$ cat src/rtl/lcd_bus_pkg.sv
// lcd_bus_pkg: shared FSM states, command decode constants and display-RAM geometry for lcd_bus_rx
package lcd_bus_pkg;
    typedef enum logic [1:0] {IDLE, DECODE, CLEAR} state_t;
    localparam int RAM_DEPTH = 32;
    localparam logic [7:0] CMD_CLEAR   = 8'h01;
    localparam logic [7:0] CMD_HOME    = 8'h02, HOME_MASK    = 8'hFE;
    localparam logic [7:0] CMD_ENTRY   = 8'h04, ENTRY_MASK   = 8'hFC;
    localparam logic [7:0] CMD_DISPCTL = 8'h08, DISPCTL_MASK = 8'hF8;
    localparam logic [7:0] CMD_SETADDR = 8'h80, SETADDR_MASK = 8'h80;
    localparam logic [6:0] LINE0_BASE  = 7'h00, LINE1_BASE   = 7'h40, LINE_MASK = 7'h70;
    function automatic logic cmd_is(input logic [7:0] b, input logic [7:0] op, input logic [7:0] mask);
        return (b & mask) == op;
    endfunction
endpackage

$ cat src/rtl/lcd_bus_rx_if.sv
// lcd_bus_rx_if: LCD bus pins as driven by the bus master and observed by lcd_bus_rx
interface lcd_bus_rx_if;
    logic       lcd_e;
    logic       lcd_rs;
    logic       lcd_rw;
    logic [7:0] sf_d;
    modport master (output lcd_e, lcd_rs, lcd_rw, sf_d);
    modport slave  (input lcd_e, lcd_rs, lcd_rw, sf_d);
endinterface

$ cat src/rtl/lcd_strobe_sync.sv
// lcd_strobe_sync: 2-flop synchronizes the LCD bus and accepts lcd_e falling edges after a minimum high time
module lcd_strobe_sync #(
    parameter int MIN_E_HIGH = 2
) (
    input  logic       clk,
    input  logic       reset_n,
    input  logic       e,
    input  logic       rs,
    input  logic       rw,
    input  logic [7:0] d,
    output logic       acc,
    output logic       acc_rs,
    output logic       acc_rw,
    output logic [7:0] acc_d
);
    localparam int CW = $clog2(MIN_E_HIGH + 1);
    logic [10:0]   s1, s2;
    logic [CW-1:0] cnt;
    // cnt holds the saturated number of consecutive synchronized-high cycles of e
    always_ff @(posedge clk or negedge reset_n)
        if (!reset_n) begin
            s1 <= '0;
            s2 <= '0;
            {acc_rs, acc_rw, acc_d} <= '0;
            cnt <= '0;
        end else begin
            s1 <= {e, rs, rw, d};
            s2 <= s1;
            {acc_rs, acc_rw, acc_d} <= s2[9:0];
            cnt <= !s2[10] ? '0 : (cnt == CW'(MIN_E_HIGH)) ? cnt : cnt + 1'b1;
        end
    assign acc = !s2[10] && cnt == CW'(MIN_E_HIGH);
endmodule

$ cat src/rtl/lcd_bus_rx.sv
// lcd_bus_rx: HD44780-style LCD bus receiver with 2x16 display RAM and command decode.
// Define LCD_NIBBLE_MODE_EN for a 4-bit bus on sf_d[7:4] (high nibble first).
module lcd_bus_rx
    import lcd_bus_pkg::*;
#(
    parameter int         MIN_E_HIGH = 2,
    parameter logic [7:0] CLEAR_CHAR = 8'h20
) (
    input  logic        clk,
    input  logic        reset_n,
    lcd_bus_rx_if.slave bus,
    input  logic [4:0]  rd_addr,
    output logic [7:0]  rd_char,
    output logic        cmd_strobe,
    output logic        data_strobe,
    output logic [7:0]  rx_byte,
    output logic [4:0]  cursor,
    output logic        display_on,
    output logic        busy,
    output logic        err_addr,
    output logic        overrun,
    output logic        rd_seen
);
    state_t     state, state_nx;
    logic       acc, acc_rs, acc_rw, wr_acc, byte_rdy, go, rs_q, inc, we;
    logic [7:0] acc_d, rx_nx, wd;
    logic [4:0] wa, clr_idx;
    logic [7:0] ram [RAM_DEPTH];

    lcd_strobe_sync #(.MIN_E_HIGH(MIN_E_HIGH)) u_sync (
        .clk(clk), .reset_n(reset_n),
        .e(bus.lcd_e), .rs(bus.lcd_rs), .rw(bus.lcd_rw), .d(bus.sf_d),
        .acc(acc), .acc_rs(acc_rs), .acc_rw(acc_rw), .acc_d(acc_d)
    );

    assign wr_acc = acc && !acc_rw;
    assign busy   = state == CLEAR;

`ifdef LCD_NIBBLE_MODE_EN
    logic       phase;
    logic [3:0] hi_nib;
    // phase high means the next write strobe carries the high nibble
    always_ff @(posedge clk or negedge reset_n)
        if (!reset_n) begin
            phase  <= 1'b1;
            hi_nib <= '0;
        end else if (wr_acc) begin
            phase <= !phase;
            if (phase) hi_nib <= acc_d[7:4];
        end
    assign byte_rdy = wr_acc && !phase;
    assign rx_nx    = {hi_nib, acc_d[7:4]};
`else
    assign byte_rdy = wr_acc;
    assign rx_nx    = acc_d;
`endif

    assign go = byte_rdy && state == IDLE;

    always_ff @(posedge clk or negedge reset_n)
        if (!reset_n) state <= IDLE;
        else          state <= state_nx;

    always_comb begin
        state_nx = state == IDLE   ? (go ? DECODE : IDLE) :
                   state == DECODE ? ((!rs_q && rx_byte == CMD_CLEAR) ? CLEAR : IDLE) :
                   (clr_idx == 5'(RAM_DEPTH - 1)) ? IDLE : CLEAR;
        we = busy || (state == DECODE && rs_q);
        wa = busy ? clr_idx : cursor;
        wd = busy ? CLEAR_CHAR : rx_byte;
    end

    always_ff @(posedge clk)
        if (we) ram[wa] <= wd;

    // non-blocking read alongside the fill write yields the pre-write value
    always_ff @(posedge clk or negedge reset_n)
        if (!reset_n) rd_char <= '0;
        else          rd_char <= ram[rd_addr];

    always_ff @(posedge clk or negedge reset_n)
        if (!reset_n) begin
            cursor      <= '0;
            inc         <= 1'b1;
            display_on  <= 1'b0;
            cmd_strobe  <= 1'b0;
            data_strobe <= 1'b0;
            rx_byte     <= '0;
            rs_q        <= 1'b0;
            err_addr    <= 1'b0;
            overrun     <= 1'b0;
            rd_seen     <= 1'b0;
            clr_idx     <= '0;
        end else begin
            cmd_strobe  <= go && !acc_rs;
            data_strobe <= go && acc_rs;
            if (go) begin
                rx_byte <= rx_nx;
                rs_q    <= acc_rs;
            end
            if (acc && acc_rw) rd_seen <= 1'b1;
            if (wr_acc && state != IDLE) overrun <= 1'b1;
            clr_idx <= busy ? clr_idx + 1'b1 : '0;
            if (state == DECODE) begin
                if (rs_q) cursor <= inc ? cursor + 1'b1 : cursor - 1'b1;
                else if (rx_byte == CMD_CLEAR) begin
                    cursor <= '0;
                    inc    <= 1'b1;
                end
                else if (cmd_is(rx_byte, CMD_HOME, HOME_MASK)) cursor <= '0;
                else if (cmd_is(rx_byte, CMD_ENTRY, ENTRY_MASK)) inc <= rx_byte[1];
                else if (cmd_is(rx_byte, CMD_DISPCTL, DISPCTL_MASK)) display_on <= rx_byte[2];
                else if (cmd_is(rx_byte, CMD_SETADDR, SETADDR_MASK)) begin
                    if ((rx_byte[6:0] & LINE_MASK) == LINE0_BASE) cursor <= {1'b0, rx_byte[3:0]};
                    else if ((rx_byte[6:0] & LINE_MASK) == LINE1_BASE) cursor <= {1'b1, rx_byte[3:0]};
                    else err_addr <= 1'b1;
                end
            end
        end
endmodule

$ cat src/flat_wrapper.sv
// flat-port wrapper written by rule: the top's interface ports become plain ports
module lcd_bus_rx_flat import lcd_bus_pkg::*;
#(
    parameter int         MIN_E_HIGH = 2,
    parameter logic [7:0] CLEAR_CHAR = 8'h20
)
  (clk, reset_n, rd_addr, rd_char, cmd_strobe, data_strobe, rx_byte, cursor, display_on, busy, err_addr, overrun, rd_seen, bus_lcd_e, bus_lcd_rs, bus_lcd_rw, bus_sf_d);
  lcd_bus_rx_if bus_i ();
  input  logic clk;
  input  logic reset_n;
  input  logic [4:0] rd_addr;
  output logic [7:0] rd_char;
  output logic cmd_strobe;
  output logic data_strobe;
  output logic [7:0] rx_byte;
  output logic [4:0] cursor;
  output logic display_on;
  output logic busy;
  output logic err_addr;
  output logic overrun;
  output logic rd_seen;
  input wire logic [$bits(bus_i.lcd_e)-1:0] bus_lcd_e;
  input wire logic [$bits(bus_i.lcd_rs)-1:0] bus_lcd_rs;
  input wire logic [$bits(bus_i.lcd_rw)-1:0] bus_lcd_rw;
  input wire logic [$bits(bus_i.sf_d)-1:0] bus_sf_d;
  assign bus_i.lcd_e = bus_lcd_e;
  assign bus_i.lcd_rs = bus_lcd_rs;
  assign bus_i.lcd_rw = bus_lcd_rw;
  assign bus_i.sf_d = bus_sf_d;
  lcd_bus_rx #(.MIN_E_HIGH(MIN_E_HIGH), .CLEAR_CHAR(CLEAR_CHAR)) u_core (.clk(clk), .reset_n(reset_n), .bus(bus_i), .rd_addr(rd_addr), .rd_char(rd_char), .cmd_strobe(cmd_strobe), .data_strobe(data_strobe), .rx_byte(rx_byte), .cursor(cursor), .display_on(display_on), .busy(busy), .err_addr(err_addr), .overrun(overrun), .rd_seen(rd_seen));
endmodule
$ cat config.mk
export PLATFORM = sky130hd
export DESIGN_NAME = lcd_bus_rx_flat
export DESIGN_NICKNAME = d
export VERILOG_FILES = /design/src/rtl/lcd_bus_pkg.sv /design/src/rtl/lcd_bus_rx_if.sv /design/src/rtl/lcd_strobe_sync.sv /design/src/rtl/lcd_bus_rx.sv /design/src/flat_wrapper.sv
export SDC_FILE = /design/constraint.sdc
export NUM_CORES = 1
export LEC_CHECK = 0
export BUFFER_PORTS_ARGS = -buffer_cell sky130_fd_sc_hd__buf_2
export CORE_MARGIN = 2
export CORE_UTILIZATION = 50
export DETAILED_ROUTE_END_ITERATION = 12
export GPL_ROUTABILITY_DRIVEN = 0
export GPL_TIMING_DRIVEN = 0
export PLACE_DENSITY = 0.67
export SLEW_MARGIN = 15
export SYNTH_ARGS = -nofsm -noshare
export SYNTH_HDL_FRONTEND = slang
export SYNTH_HIERARCHICAL = 1
export SYNTH_SLANG_ARGS = --single-unit
$ cat constraint.sdc
create_clock -name clk -period 2.45 [get_ports clk]
set_input_delay 0.1225 -clock clk [delete_from_list [all_inputs] [get_ports clk]]
set_output_delay 0.1225 -clock clk [all_outputs]
set_load 0.01 [all_outputs]
* Yosys cells after proc, flatten, opt, wreduce, memory -nomap -nowiden
Memory sizes are Yosys's and may differ from the RTL's. A register that Yosys moved wholly into a read port is not among the register bits.
Index checks and enable logic that the tools add are counted.
** Operators by class
- Add/subtract/negate cells :: 4
- Multiplexer cells :: 24
- Reductions and logical operators :: 25
- Bitwise operators :: 7
- Equal/unequal tests :: 13
** Operator list (number)
- $mux 5 :: 11
- $mux 2 :: 6
- $add 5x1->5 const B :: 2
- $logic_and 1x1->1 :: 9
- $reduce_and 9->1 :: 1
- $eq 8x1->1 const B :: 1
- $mux 8 :: 1
- $ne 4x1->1 const B :: 2
- $eq 7x1->1 const B :: 1
- $logic_not 7->1 :: 1
- $not 1->1 :: 7
- $eq 6x1->1 const B :: 1
- $mux 1 :: 6
- $reduce_and 6->1 :: 1
- $eq 5x1->1 const B :: 1
- $eq 5x5->1 const B :: 1
- $logic_not 1->1 :: 5
- $reduce_and 5->1 :: 1
- $reduce_bool 5->1 :: 1
- $sub 5x1->5 const B :: 1
- $eq 2x2->1 const B :: 2
- $reduce_and 4->1 :: 1
- $reduce_bool 2->1 :: 2
- $reduce_bool 4->1 :: 1
- other kinds (7) :: 7
** Storage, ports and cells
- Register bits :: 62
- Memory bits (writable) :: 256
- Memories :: 1
- Output and inout port bits :: 28
- Word-level logic and storage cells :: 92
- Input bits :: 18
** Memories
- u_core.ram :: depth 32, bits a word 8, rd ports 1, clocked after Yosys merged registers in 1, write ports 1, RTL line lcd_bus_rx.sv:28 : logic [7:0] ram [RAM_DEPTH];

* Depth between registers and ports, before layout
Gate-level depths: netlist of run 1.
- Depth in word-level cells :: 9
- Gate-level depth with buffers :: 8
- Gate-level depth less buffers :: 7

* By module
The synthesis of run 1 kept the hierarchy.
** By module, submodules not included
- lcd_bus_rx :: instances 1, area an instance 11911.4 µm², seq. area each 8589.5 µm², cells each 682
- lcd_strobe_sync :: instances 1, area an instance 909.6 µm², seq. area each 850.8 µm², cells each 42

* Least setup slack after synthesis of run 1
No wires, ideal clock.
- Kind :: reg-to-reg
- From :: reg u_core.state[1]
- To :: mem u_core.ram[3][0], enable pin
- Clock period less this slack :: 2034 ps
- Library setup time :: 370 ps
- Path buffers :: 2
- Data arrival time :: 1664 ps
- Slack :: 416 ps
- Cell stages (with the launch flop) :: 8
- Data required time :: 2080 ps
- Cells stage by stage :: dfrtp_1 > nand2b_1 > buf_2 > inv_1 > buf_2 > o31ai_1 > nand2_1 > nor2_1
** Between the ends
- Elaborated cells between the ends (all ways) :: 7
- Those cells by class :: eq/ne (2); mux (3); reduce/logical (2)
** RTL lines
- start, declared :: RTL line lcd_bus_rx.sv:24 : state_t state, state_nx;
- start signal, assigned :: RTL line lcd_bus_rx.sv:62 : else state <= state_nx;
- $eq 2x2->1 (*) :: RTL line lcd_bus_rx.sv:37 : assign busy = state == CLEAR;
- via busy :: RTL line flat_wrapper.sv:18 : output logic busy;
- $logic_or 1x1->1 :: RTL line lcd_bus_rx.sv:68 : we = busy || (state == DECODE && rs_q);
- $mux 1 :: RTL line lcd_bus_rx.sv:74 : if (we) ram[wa] <= wd;
- $mux 1 (not written as such) :: RTL line lcd_bus_rx.sv:74
- end, declared :: RTL line lcd_bus_rx.sv:28
The timed path passes the listed nets; every way through them passes the cells marked *.

* Worst setup path after layout of run 1
- From :: reg u_core.state[0]
- To :: mem u_core.ram[25][2], enable pin
** Between the ends
- Cells in the longest elaborated chain, start to end :: 5
- Elaborated cells between the ends (all ways) :: 7
- Those cells by class :: eq/ne (2); mux (3); reduce/logical (2)
** RTL lines (RTL line)
- $eq 2x1->1 :: lcd_bus_rx.sv:68
- $logic_and 1x1->1 :: lcd_bus_rx.sv:68
- $logic_or 1x1->1 :: lcd_bus_rx.sv:68
- $mux 1 :: lcd_bus_rx.sv:74
- $mux 1 (not written as such) :: lcd_bus_rx.sv:74
Parallel ways exist; a longest one is shown, timed or not.

==> results.md, run 1 <==
Floorplanning:
- The count of pins on the block boundary is 46.
- In this run the core area contains 58 standard-cell rows.
- The die covers 26900 µm².
- The core box area is 25200 µm².
- From bottom edge to top edge, the die measures 164 µm.
- The initial cell density of the core is 50.9%.
- The overall die width is 164 µm.

Synthesis:
- The fraction of synthesized cell area in xor and xnor cells is 0.273%.
- The share of flip-flops with an asynchronous set or reset is 21.5%.
- After synthesis, the cell types taking the most area are sky130_fd_sc_hd__edfxtp_1 (60%), sky130_fd_sc_hd__dfrtp_1 (13%), sky130_fd_sc_hd__mux4_2 (8.6%).
- After synthesis, the share of cell area in mux cells is 12.5%.
- The number of warnings issued by yosys is 6.
- The average size of a mapped cell is 17.7 µm².
- The largest family of logic cells by synthesized area is multiplexers.
- The mapped netlist covers 12800 µm².
- The post-synthesis cell type with the largest combined area is sky130_fd_sc_hd__edfxtp_1.
- In this run, synthesis inferred 256 flip-flops with an integrated enable.
- The total nets after synthesis is 749.
- The simple logic cell fraction of the synthesized area is 8.09%.
- After technology mapping, the gate count stands at 724.
- The adder and majority cell fraction of the synthesized area is 0.742%.
- The count of distinct cell types in the synthesized netlist is 47.
- Of the synthesized area, sequential elements account for 73.6%.
- The number of register bits inferred by synthesis is 326.
- In the synthesized netlist the dominant register cell turns out to be sky130_fd_sc_hd__edfxtp_1.
- The synthesized netlist devotes 2.62% of its cell area to compound gates.
- Of the post-synthesis cell area, the dominant cell type holds 60.0%.

Setup path:
- Together, buffers and inverters on the worst path number 3.
- Along the worst path, the maximum fanout reaches 10.
- The cell at the slowest stage of the critical path is sky130_fd_sc_hd__dfrtp_1.
- Data on the critical path arrives at its endpoint at 2.54 ns.
- The nature of the critical path startpoint is a register.
- The endpoint type of the worst setup path is a register.
- For this run, the slowest stage of the critical path takes 0.41 ns.
- The critical path start-end classification is register to register.
- The top cell family by delay on the critical path is simple AND/OR/NAND/NOR gates.
- Traced cell by cell, the critical path runs through nand2b_1, buf_2, inv_1, buf_2, nand3_1, nand2_1, nand2_1, nor2_4.
- At the worst endpoint, the required time is 2.62 ns.

Clock tree:
- The number of buffers added by the clock tree synthesis step is 34.
- The later pin in the worst-skew pair is clocked with a latency of 0.50 ns.
- The count of H-tree levels built during CTS is 2.
- The number of sinks on the clock net is 326.
- The maximum buffer depth of the clock tree is 3.
- TritonCTS built the clock tree.
- The buffer cell driving the clock tree root is sky130_fd_sc_hd__clkbuf_16.
- After clock tree synthesis, the clock-pin slew on the worst setup and hold paths is 0.06 ns.

Placement:
- After detailed placement, the total cell area comes to 13500 µm².
- The count of input and output buffers is 42.
- The setup slack after placement is -0.251 ns.
- The detailed placement HPWL is 16100 µm.

Power and ir drop:
- The leakage power summed over all cells is 5.43 nW.
- IR analysis of the VDD net gives a maximum drop of 0.700 mV.
- The power per standard cell area is 963 nW/µm².

Global route:
- The initial antenna violation count is 0.
- The number of global-route vias before repair is 6758.
- The sum of overflow across all layers after global routing is 0.
- The first global-routing pass estimated 38300 µm of wire.
- Entering global routing, the biggest net connects 49 pins.
- The combined global-route utilization of all metal layers is 19.2%.

Timing:
- The setup-violating endpoint count in the final report is 0.
- Setup repair after global routing could not meet its margin everywhere.
- The worst hold slack is 0.0839 ns.
- The transition time at the pin with the least slew margin is 0.856 ns.
- Measured against its own limit, the worst slew margin works out to 42.8%.
- Between clock sinks in the finished design, the worst skew comes to 0.0112 ns.
- The number of max-slew violations in the final report is 0.
- The share of the clock period used by the worst path is 96.8%.
- The achievable clock frequency is 421 MHz.
- The worst setup slack after layout is 0.0774 ns.
- The total count of hold-check failures in the final report was 0.
- The final critical delay including setup and external delays is 2.37 ns.

Worst hold path:
- The min-delay analysis places its worst path in the category primary input to async pin.

Drt:
- After detailed routing, the number of vias per cell comes to 5.53.
- The number of vias in the routed layout is 6552.
- The routed wire length is 24900 µm.
- The initial DRC count is 439.
- The first TritonRoute pass finished after 5 iterations.
- The wire length per cell after detailed routing is 21.1 µm.
- In the routed design, unresolved DRC markers number 0.
- The detail route stage leaves a number of antenna-violating nets equal to 0.

Layout:
- The ratio of cells with drive above 1 in the final layout is 27.8%.
- The growth of design area from synthesis to finish is 18.5%.
- The layout filler cell count is 1788.
- The layout net count is 853.
- The antenna cell count is 0.
- Once layout is done, the placed cells without fillers occupy 15200 µm².

Status:
- The run finished with clean final reports.

Run:
- Max-cap violations in this run came to 0.
[Yosys cell counts, drive strengths merged, types with 2 or more instances]
cell and instances:
mux2i 2, dfrtp 69, nand3 3, and3 2
nor2b 5, nand2b 39, o22ai 17, o21bai 2
a21oi 10, nand2 91, clkbuf 9, o21ai 8
inv 9, nor2 54, nor4 2, a21o 4
edfxtp 256, nor3 5, and2 10, mux4 64
ha 6, or2 2, mux2 8, xnor2 3
or3 3, buf 23, nand3b 5
[worst paths after layout]
path / startpoint / end / slack [ns] / cells after the start
worst min register to register: u_core/u_sync/s2[7] / u_core/u_sync/acc_d[7] / 0.35 / 0
worst min-delay path: reset_n / u_core/cursor[2] / 0.08 / 2
min in group clk: rd_addr[3] / u_core/rd_char[6] / 0.21 / 4
worst max-delay path: u_core/state[0] / u_core/ram[25][2] / 0.08 / 8
max in group asynchronous: reset_n / u_core/inc / 1.78 / 3
worst max register to register: u_core/state[0] / u_core/ram[25][2] / 0.08 / 8
[sequential cells by signal (all words and copies together), names as in the netlist, 2 cells and up]
register and count:
u_core/state 2, u_core/rx_byte 8, u_core/u_sync/s1 11, u_core/ram 256, u_core/u_sync/acc_d 8, u_core/rd_char 8, u_core/clr_idx 5, u_core/u_sync/cnt 2
u_core/cursor 5, u_core/u_sync/s2 11
[cells in the final DEF, fill, tap and decap left out, types with 9 or more instances in the layout]
| cell | instances |
|---|---|
| sky130_fd_sc_hd__a21oi_1 | 10 |
| sky130_fd_sc_hd__buf_12 | 15 |
| sky130_fd_sc_hd__buf_2 | 54 |
| sky130_fd_sc_hd__clkbuf_1 | 14 |
| sky130_fd_sc_hd__clkbuf_16 | 37 |
| sky130_fd_sc_hd__dfrtp_1 | 69 |
| sky130_fd_sc_hd__dlygate4sd3_1 | 12 |
| sky130_fd_sc_hd__edfxtp_1 | 256 |
| sky130_fd_sc_hd__inv_1 | 9 |
| sky130_fd_sc_hd__mux4_1 | 15 |
| sky130_fd_sc_hd__mux4_2 | 49 |
| sky130_fd_sc_hd__nand2_1 | 86 |
| sky130_fd_sc_hd__nand2b_1 | 38 |
| sky130_fd_sc_hd__nor2_1 | 20 |
| sky130_fd_sc_hd__nor2_4 | 33 |
| sky130_fd_sc_hd__o22ai_1 | 17 |
[metrics by stage]
step	total power, mW	instances	TNS, ns	util (%)
after global placement	9.45	1096	-43.87	53.4
after CTS	14.7	1172	-16.42	58.8
after floorplan	8.63	724	0	-
after detailed placement	9.64	1098	-38.02	53.6
after global routing	15.3	1184	-8.62	60.3
final	14.6	1184	0	60.3
[final cells by class]
type | count | area [µm²] | share of cell area [%]
repair buffers | 68 | 591 | 3.89
clock inverters | 17 | 131 | 0.865
inverters | 9 | 33.8 | 0.222
well taps | 330 | 413 | 2.72
clock buffers | 45 | 963 | 6.34
flip-flops and latches | 326 | 9440 | 62.1
multi-input cells | 357 | 3380 | 22.3
plain buffers | 32 | 238 | 1.56
[per-layer routing]
metal | vias to the layer above | share of wire (%) | track usage, %
met5 | - | 0 | 0
met4 | 0 | 2.5 | 6.18
met3 | 39 | 6.6 | 3.76
met2 | 215 | 47 | 30.0
met1 | 3319 | 44 | 27.7
li1 | 2979 | - | -
[worst register-to-register path, stage by stage (launching register included)]
cell	delay [ns]
sky130_fd_sc_hd__dfrtp_1	0.41
sky130_fd_sc_hd__nand2b_1	0.15
sky130_fd_sc_hd__buf_2	0.17
sky130_fd_sc_hd__inv_1	0.14
sky130_fd_sc_hd__buf_2	0.27
sky130_fd_sc_hd__nand3_1	0.11
sky130_fd_sc_hd__nand2_1	0.10
sky130_fd_sc_hd__nand2_1	0.31
sky130_fd_sc_hd__nor2_4	0.38
[kinds of logic (layout without fill, tap and decap cells)]
group	count (synthesis)	count (layout)
buf+inv	41	171
xor+xnor	4	4
mux	74	74
fa+ha+maj	7	7
simple gates	223	223
flops	326	326
compound gates	49	49
[timing repair]
action,4_1_cts,5_1_grt
setup buffers,0,12
hold buffers,12,0
setup endpoints to repair,416,256
resized for setup,39,39
pin swaps,0,13
endpoints found under the hold margin,80,0
[power by group]
group | switching (mW) | internal, mW
sequential | 0.209 | 6.92
combinational | 1.77 | 0.774
clock | 1.98 | 2.98
total | 3.96 | 10.7
Power figures use the tool's default switching activity.
==> run 2, diff against run 1 <==
Settings changed: PLACE_DENSITY 0.67 to 0.69.
Clock period 2.45 ns to 1.93 ns, I/O delays scaled along.
==> results.md, run 2 (synthesis gave the netlist of run 1 again) <==
Status:
- Run status: completed (unchanged).

Timing:
- The largest clock skew in the final design is 0.0120 ns (was 0.0112 ns).
- The total count of hold-check failures in the final report is 0 (unchanged).
- The setup TNS after final layout is 0 ns (unchanged).
- The transition time at the pin with the least slew margin is 0.978 ns (was 0.856 ns).
- The number of max-slew violations in the final report came to 0 (unchanged).
- The worst setup slack after layout came to 0.0566 ns (was 0.0774 ns).
- The share of the clock period used by the worst path was 97.1% (was 96.8%).
- The headroom to the max-slew limit is 34.6% (was 42.8%).
- The achievable clock frequency is 534 MHz (was 421 MHz).
- Setup repair after global routing missed its margin: yes (unchanged).
- The final critical delay including setup and external delays was 1.87 ns (was 2.37 ns).
- The setup-violating endpoint count in the final report is 0 (unchanged).

Clock tree:
- The latest clock arrival within the worst-skew pair is 0.56 ns (was 0.50 ns).
- The number of sinks on the clock net is 326 (unchanged).
- The count of H-tree levels built during CTS is 1 (was 2).
- The buffer cell driving the clock tree root is sky130_fd_sc_hd__clkbuf_16 (unchanged).
- The number of buffers added by the clock tree synthesis step came to 31 (was 34).
- The TritonCTS clock tree was built (unchanged).
- The maximum buffer depth of the clock tree is 3 (unchanged).
- The clock-pin transition on the worst setup and hold timing paths came to 0.06 ns (about the same).

Layout:
- The flip-flop count of the largest register, all copies and words added is 256 (unchanged).
- The register with the highest flop count is u_core/ram (unchanged).
- The layout net count is 890 (was 853).
- The most frequent standard cell in the layout excluding fill and tap cells is sky130_fd_sc_hd__edfxtp_1 (unchanged).
- Most frequent cells in the layout: sky130_fd_sc_hd__edfxtp_1 (256), sky130_fd_sc_hd__nand2_1 (73), sky130_fd_sc_hd__dfrtp_1 (67) (was sky130_fd_sc_hd__edfxtp_1 (256), sky130_fd_sc_hd__nand2_1 (86), sky130_fd_sc_hd__dfrtp_1 (69)).
- The ratio of cells with drive above 1 in the final layout was 34.5% (was 27.8%).
- The post-route non-filler standard cell count is 1220 (was 1184).
- The growth of design area from synthesis to finish is 23.6% (was 18.5%).
- Largest registers in the final layout: u_core/ram (256), u_core/u_sync/s1 (11), u_core/u_sync/s2 (11) (unchanged).
- The antenna cell count is 0 (unchanged).

Drt:
- The DRC violation count after routing is 0 (unchanged).
- The number of vias in the routed layout is 6924 (was 6552).
- The routed wire length is 27200 µm (was 24900 µm).
- The remaining antenna violation count is 0 (unchanged).
- The number of detailed-routing iterations run before antenna repair is 5 (unchanged).
- The ratio of routed vias to standard cells is 5.68 (was 5.53).
- The wire length per cell after detailed routing is 22.3 µm (was 21.1 µm).
- The initial DRC count is 546 (was 439).

Power and ir drop:
- The clock group share of total power is 30.7% (was 33.9%).
- The post-layout total power was 19.0 mW (was 14.6 mW).
- The fraction of power consumed by sequential logic is 47.7% (was 48.7%).
- The power per standard cell area is 1200 nW/µm² (was 963 nW/µm²).
- The net switching component of the power is 5.41 mW (was 3.96 mW).
- The combinational share of power is 21.5% (was 17.4%).
- The total internal power is 13.6 mW (was 10.7 mW).
- The maximum vdd ir drop came to 1.05 mV (was 0.700 mV).
- The leakage power summed over all cells is 5.68 nW (was 5.43 nW).
- The net switching fraction of the power came to 28.4% (was 27.0%).

Setup path:
- The arrival time reported for the critical path endpoint is 2.10 ns (was 2.54 ns).
- The largest stage delay on the critical path came to 0.44 ns (was 0.41 ns).
- Crit-path cells: buf_6, nor2b_4, nand2_4, o21ai_4, nand2_8, nor2_4 (was nand2b_1, buf_2, inv_1, buf_2, nand3_1, nand2_1, nand2_1, nor2_4).
- The highest fanout seen on the critical path is 8 (was 10).
- The nature of the critical path startpoint is a register (unchanged).
- The cell at the slowest stage of the critical path was sky130_fd_sc_hd__dfrtp_2 (was sky130_fd_sc_hd__dfrtp_1).
- The critical path start-end classification is register to register (unchanged).
- The endpoint type of the worst setup path is a register (unchanged).
- The worst endpoint required time is 2.16 ns (was 2.62 ns).
- The top cell family by delay on the critical path is simple AND/OR/NAND/NOR gates (unchanged).
- The number of buffer and inverter stages on the critical path was 1 (was 3).

Run:
- The max-capacitance violation count came to 0 (unchanged).

Worst hold path:
- The type of the worst min-delay path was primary input to async pin (unchanged).

Global route:
- The wire length of the first global-routing pass came to 41700 µm (was 38300 µm).
- The number of global-route vias before repair is 7189 (was 6758).
- The sum of overflow across all layers after global routing is 0 (unchanged).
- The combined global-route utilization of all metal layers is 20.8% (was 19.2%).
- The maximum number of pins on one net before global-route repair is 53 (was 49).
- The initial antenna violation count came to 0 (unchanged).

Placement:
- The count of input and output buffers is 42 (unchanged).
- The setup slack after placement is -0.755 ns (was -0.251 ns).
- The detailed placement HPWL is 16400 µm (was 16100 µm).
- The cell count after placement is 1098 (unchanged).

Floorplanning:
- The area of the die is 26900 µm² (unchanged).
- The number of placement rows is 58 (unchanged).
- The initial cell density of the core was 50.9% (unchanged).
- The count of pins on the block boundary is 46 (unchanged).
- The overall die width is 164 µm (unchanged).
- The die extent in y is 164 µm (unchanged).
- The core box area was 25200 µm² (unchanged).
run 2: per-layer routing:
metal  vias up  wire length, µm  GRT usage, %
li1       3048                -             -
met1      3547            11400          28.7
met2       281            13200          34.3
met3        48             1990          4.07
met4         0              674          5.78
met5         -                0             0
run 2: path summary, 6_finish.rpt:
check	startpoint	end	slack (ns)	depth (start not counted)
max	u_core/state[1]	u_core/ram[14][6]	0.06	6
min	reset_n	u_core/u_sync/s1[5]	0.06	3
max reg2reg	u_core/state[1]	u_core/ram[14][6]	0.06	6
min reg2reg	u_core/u_sync/s2[8]	u_core/u_sync/acc_rw	0.35	0
max in group asynchronous	reset_n	u_core/rd_char[4]	0.50	3
min in group clk	bus_sf_d[4]	u_core/u_sync/s1[4]	0.17	2
run 2: through the flow:
stage	hold WS [ns]	utilization, %	cell area [µm²]
floorplan	-0.199	-	12800
detailed placement	0.0105	53.6	13500
global placement	0.206	53.4	13400
global route	0.100	62.9	15900
finish	0.0633	62.9	15900
CTS	0.0522	62.2	15700
run 2: worst min-delay path, cell delays in order:
cell                            delay [ns]
sky130_fd_sc_hd__dlygate4sd3_1        0.53
sky130_fd_sc_hd__buf_4                0.13
sky130_fd_sc_hd__buf_16               0.24
run 2: power by group through the flow:
stage | clock (mW) | sequential, mW | combinational, mW
6_report | 5.85 | 9.09 | 4.10
5_1_grt | 6.27 | 9.14 | 4.38
4_1_cts | 5.94 | 9.08 | 3.73
3_5_place_dp | 0 | 9.23 | 3.00
3_3_place_gp | 0 | 9.21 | 2.77
2_1_floorplan | 0 | 9.20 | 1.77
run 2: final cells by class:
type                            count  area (µm²)
Tap cell                          330         413
Multi-Input combinational cell    357        3690
Inverter                            9        41.3
Clock inverter                     16         134
Timing Repair Buffer              111        1020
Clock buffer                       42         858
Fill cell                        1668        9330
Buffer                             29         244
Sequential cell                   326        9440
run 2: timing repair:
item	CTS	global route
endpoints found under the setup margin	506	369
resized for setup	130	29
hold buffers	13	0
endpoints found under the hold margin	80	0
pin swaps	37	20
setup buffers	47	7
==> run 3, diff against run 2 <==
Settings changed: ABC_AREA from default to 1, REMOVE_ABC_BUFFERS from default to 1.
==> results.md, run 3 <==
Status:
- The checks that failed: setup timing.
- Run status: complete, but fails checks (was completed).

Clock tree:
- The count of H-tree levels built during CTS was 2 (was 1).
- The TritonCTS clock tree is built (unchanged).
- The number of buffers added by the clock tree synthesis step is 35 (was 31).
- The buffer cell driving the clock tree root is sky130_fd_sc_hd__clkbuf_16 (unchanged).
- The latest clock arrival within the worst-skew pair is 0.51 ns (was 0.56 ns).
- The clock-pin transition on the worst setup and hold timing paths was 0.06 ns (about the same).
- The number of sinks on the clock net came to 326 (unchanged).
- The maximum buffer depth of the clock tree is 3 (unchanged).

Drt:
- The wire length per cell after detailed routing is 18.7 µm (was 22.3 µm).
- The remaining antenna violation count came to 0 (unchanged).
- The initial DRC count came to 871 (was 546).
- The routed wire length is 30200 µm (was 27200 µm).
- The ratio of routed vias to standard cells is 5.54 (was 5.68).
- The number of detailed-routing iterations run before antenna repair is 5 (unchanged).
- The number of vias in the routed layout was 8930 (was 6924).
- The DRC violation count after routing is 0 (unchanged).

Setup path:
- The arrival time reported for the critical path endpoint is 2.13 ns (was 2.10 ns).
- The launching point of the worst reg2reg path was u_core/state[1] (unchanged).
- The worst-case reg-to-reg path depth is 8 (was 6).
- The endpoint type of the worst setup path is a register (unchanged).
- The cell at the slowest stage of the critical path is sky130_fd_sc_hd__dfrtp_2 (unchanged).
- The worst setup slack for register-to-register paths came to -0.01 ns (was 0.06 ns).
- The critical path start-end classification is register to register (unchanged).
- The worst endpoint required time is 2.11 ns (was 2.16 ns).
- Crit-path cells: nand2_8, inv_12, or2_4, o21ai_4, inv_2, nor2_4, nand2_4, nor2_4 (was buf_6, nor2b_4, nand2_4, o21ai_4, nand2_8, nor2_4).
- The largest stage delay on the critical path was 0.46 ns (was 0.44 ns).
- The reg-to-reg endpoint is u_core/ram[17][5] (was u_core/ram[14][6]).
- The highest fanout seen on the critical path is 8 (unchanged).
- By instance count, the cell type seen most on the critical path is sky130_fd_sc_hd__nor2_4.
- The nature of the critical path startpoint was a register (unchanged).

Synthesis:
- The fraction of the yosys area taken by sequential cells is 72.0% (was 73.6%).
- The synthesized area is 13100 µm² (was 12800 µm²).
- The number of synthesized flops with an enable pin is 256 (unchanged).
- The share of the synthesized area in the top cell type is 58.6% (was 60.0%).
- The number of warnings issued by yosys came to 6 (unchanged).
- The count of distinct cell types in the synthesized netlist came to 33 (was 47).
- The most used flip-flop cell after synthesis is sky130_fd_sc_hd__edfxtp_1 (unchanged).
- The post-synthesis cell type with the largest combined area is sky130_fd_sc_hd__edfxtp_1 (unchanged).
- The most repeated cell in the gate-level netlist after synthesis is sky130_fd_sc_hd__nand2_1 (was sky130_fd_sc_hd__edfxtp_1).
- Synth top cells by count: sky130_fd_sc_hd__nand2_1 (414), sky130_fd_sc_hd__edfxtp_1 (256), sky130_fd_sc_hd__nand3_1 (206) (was sky130_fd_sc_hd__edfxtp_1 (256), sky130_fd_sc_hd__nand2_1 (91), sky130_fd_sc_hd__dfrtp_1 (69)).
- The share of flip-flops with an asynchronous set or reset is 21.5% (unchanged).
- Most area-consuming cells after synthesis: sky130_fd_sc_hd__edfxtp_1 (59%), sky130_fd_sc_hd__dfrtp_1 (13%), sky130_fd_sc_hd__nand2_1 (12%) (was sky130_fd_sc_hd__edfxtp_1 (60%), sky130_fd_sc_hd__dfrtp_1 (13%), sky130_fd_sc_hd__mux4_2 (8.6%)).
- The number of standard cells after synthesis is 1162 (was 724).
- The average size of a mapped cell is 11.3 µm² (was 17.7 µm²).
- The number of register bits inferred by synthesis was 326 (unchanged).

Power and ir drop:
- The net switching fraction of the power is 30.7% (was 28.4%).
- The clock group share of total power came to 31.5% (was 30.7%).
- The power per standard cell area is 1250 nW/µm² (was 1200 nW/µm²).
- The fraction of power consumed by sequential logic is 45.7% (was 47.7%).
- The leakage power summed over all cells is 6.26 nW (was 5.68 nW).
- The total internal power came to 13.9 mW (was 13.6 mW).
- The maximum vdd ir drop is 0.963 mV (was 1.05 mV).
- The combinational share of power came to 22.8% (was 21.5%).
- The net switching component of the power is 6.16 mW (was 5.41 mW).

Layout:
- The most frequent standard cell in the layout excluding fill and tap cells is sky130_fd_sc_hd__nand2_1 (was sky130_fd_sc_hd__edfxtp_1).
- The register with the highest flop count is u_core/ram (unchanged).
- Most frequent cells in the layout: sky130_fd_sc_hd__nand2_1 (403), sky130_fd_sc_hd__edfxtp_1 (256), sky130_fd_sc_hd__nand3_1 (203) (was sky130_fd_sc_hd__edfxtp_1 (256), sky130_fd_sc_hd__nand2_1 (73), sky130_fd_sc_hd__dfrtp_1 (67)).
- The layout net count was 1279 (was 890).
- The post-route non-filler standard cell count was 1613 (was 1220).
- The flip-flop count of the largest register, all copies and words added is 256 (unchanged).
- The growth of design area from synthesis to finish is 22.2% (was 23.6%).
- The ratio of cells with drive above 1 in the final layout came to 17.7% (was 34.5%).
- Largest registers in the final layout: u_core/ram (256), u_core/u_sync/s1 (11), u_core/u_sync/s2 (11) (unchanged).
- The final cell utilization of the core is 61.9% (was 62.9%).

Worst hold path:
- The hold path startpoint is rd_addr[3].
- The number of cells on the worst hold path is 5.
- The type of the worst min-delay path is primary input to register (was primary input to async pin).
- The worst hold path terminates at u_core/rd_char[4].

Timing:
- The total count of hold-check failures in the final report is 0 (unchanged).
- The headroom to the max-slew limit is 40.0% (was 34.6%).
- The number of max-slew violations in the final report is 0 (unchanged).
- The final critical delay including setup and external delays is 1.94 ns (was 1.87 ns).
- Setup repair after global routing missed its margin: yes (unchanged).
- The largest clock skew in the final design is 0.0130 ns (was 0.0120 ns).
- The share of the clock period used by the worst path is 101% (was 97.1%).
- The worst setup slack after layout was -0.0149 ns (was 0.0566 ns).
- The transition time at the pin with the least slew margin was 0.898 ns (was 0.978 ns).
- The achievable clock frequency is 514 MHz (was 534 MHz).
- The setup-violating endpoint count in the final report is 33 (was 0).

Floorplanning:
- The initial cell density of the core is 50.6% (was 50.9%).
- The overall die width is 166 µm (was 164 µm).
- The die extent in y came to 166 µm (was 164 µm).
- The core box area was 25900 µm² (was 25200 µm²).
- The count of pins on the block boundary was 46 (unchanged).
- The area of the die was 27500 µm² (was 26900 µm²).
- The number of placement rows is 59 (was 58).

Global route:
- The number of global-route vias before repair is 8934 (was 7189).
- The initial antenna violation count is 1 (was 0).
- The sum of overflow across all layers after global routing is 0 (unchanged).
- The wire length of the first global-routing pass came to 47700 µm (was 41700 µm).
- The combined global-route utilization of all metal layers is 22.2% (was 20.8%).
- The maximum number of pins on one net before global-route repair is 69 (was 53).

Run:
- The max-capacitance violation count is 0 (unchanged).

Placement:
- The cell count after placement is 1491 (was 1098).
- The count of input and output buffers was 45 (was 42).
- The detailed placement HPWL is 16300 µm (was 16400 µm).
run 3: cell types whose count changed in the layout (fill, tap and decap cells not counted), sizes merged, moves of 5 or more:
cell / previous run / this run
a21oi: 10 / 5
and2: 10 / 0
buf: 120 / 95
clkinv: 10 / 5
inv: 11 / 39
mux2: 8 / 0
mux4: 64 / 0
nand2: 91 / 416
nand2b: 39 / 0
nand3: 3 / 208
nor2: 54 / 64
nor2b: 5 / 0
o21ai: 8 / 27
o22ai: 17 / 0
run 3: worst max-delay path, delay by kind of cell (launching register included):
kind | cells | cell delay, ns
flops | 1 | 0.46
buf+inv | 2 | 0.13
compound gates | 1 | 0.09
simple gates | 5 | 0.94
run 3: kinds of logic (layout without fill, tap and decap cells):
logic type,count (synthesis),in the layout,synth area share (%)
AOI/OAI and AO/OA,37,37,1.67
xor gates and xnor gates,3,3,0.200
adders and majority gates,7,7,0.725
buffers and inverters,94,208,3.15
DFF,326,326,72.0
other,0,1,0
and+or+nand+nor,695,696,22.3
run 3: through the flow:
stage / hold WS [ns] / worst slack, ns / power [mW] / area, µm² / TNS [ns]
after floorplan: -0.199 / -0.538 / 11.3 / 12800 / -14.60
after global placement: 0.205 / -4.60 / 12.6 / 13500 / -388.83
after detailed placement: -0.0589 / -0.793 / 12.9 / 13700 / -161.84
after CTS: 0.0489 / -0.00785 / 20.0 / 15900 / -0.0391
after global routing: 0.0803 / -0.119 / 20.9 / 16000 / -14.58
final: 0.0602 / -0.0149 / 20.1 / 16000 / -0.267
run 3: area by class of cell:
type	count	area, µm²
diodes	1	2.50
clock buffers	53	1060
clock inverters	7	41.3
fillers	1907	9880
inverters	38	179
multi-input cells	743	3750
flip-flops and latches	326	9440
well taps	335	419
repair buffers	109	1130
repair inverters	1	5.00
run 3: power by group through the flow:
stage	Clock, mW	Combinational (mW)	Sequential [mW]
2_1_floorplan	0	1.94	9.31
3_3_place_gp	0	3.28	9.36
3_5_place_dp	0	3.58	9.31
4_1_cts	6.42	4.39	9.17
5_1_grt	6.68	4.99	9.22
6_report	6.34	4.57	9.18
run 3: what timing repair did:
| action | CTS | global route |
|---|---|---|
| endpoints found under the setup margin | 288 | 292 |
| hold buffers | 14 | 0 |
| hold endpoints to repair | 89 | 0 |
| resized for setup | 108 | 21 |
| gates cloned | 1 | 1 |
| buffers inserted | 42 | 3 |
| pin swaps | 28 | 21 |
run 3: worst max path at each step:
stage | start | endpoint | slack (ns)
3_5_place_dp | u_core/state[0] | u_core/ram[25][1] | -0.79
3_3_place_gp | rd_addr[0] | u_core/rd_char[5] | -4.60
5_1_grt | u_core/state[1] | u_core/ram[17][5] | -0.12
6_report | u_core/state[1] | u_core/ram[17][5] | -0.01
2_1_floorplan | rd_addr[0] | u_core/rd_char[6] | -0.54
4_1_cts | u_core/state[0] | u_core/ram[6][1] | -0.008
run 3: layer usage:
| metal | wire length [µm] | GRT usage (%) | up-vias |
|---|---|---|---|
| li1 | - | - | 4163 |
| met1 | 12000 | 29.5 | 4272 |
| met2 | 14700 | 36.4 | 413 |
| met3 | 2280 | 3.74 | 82 |
| met4 | 1230 | 9.68 | 0 |
| met5 | 0 | 0 | - |
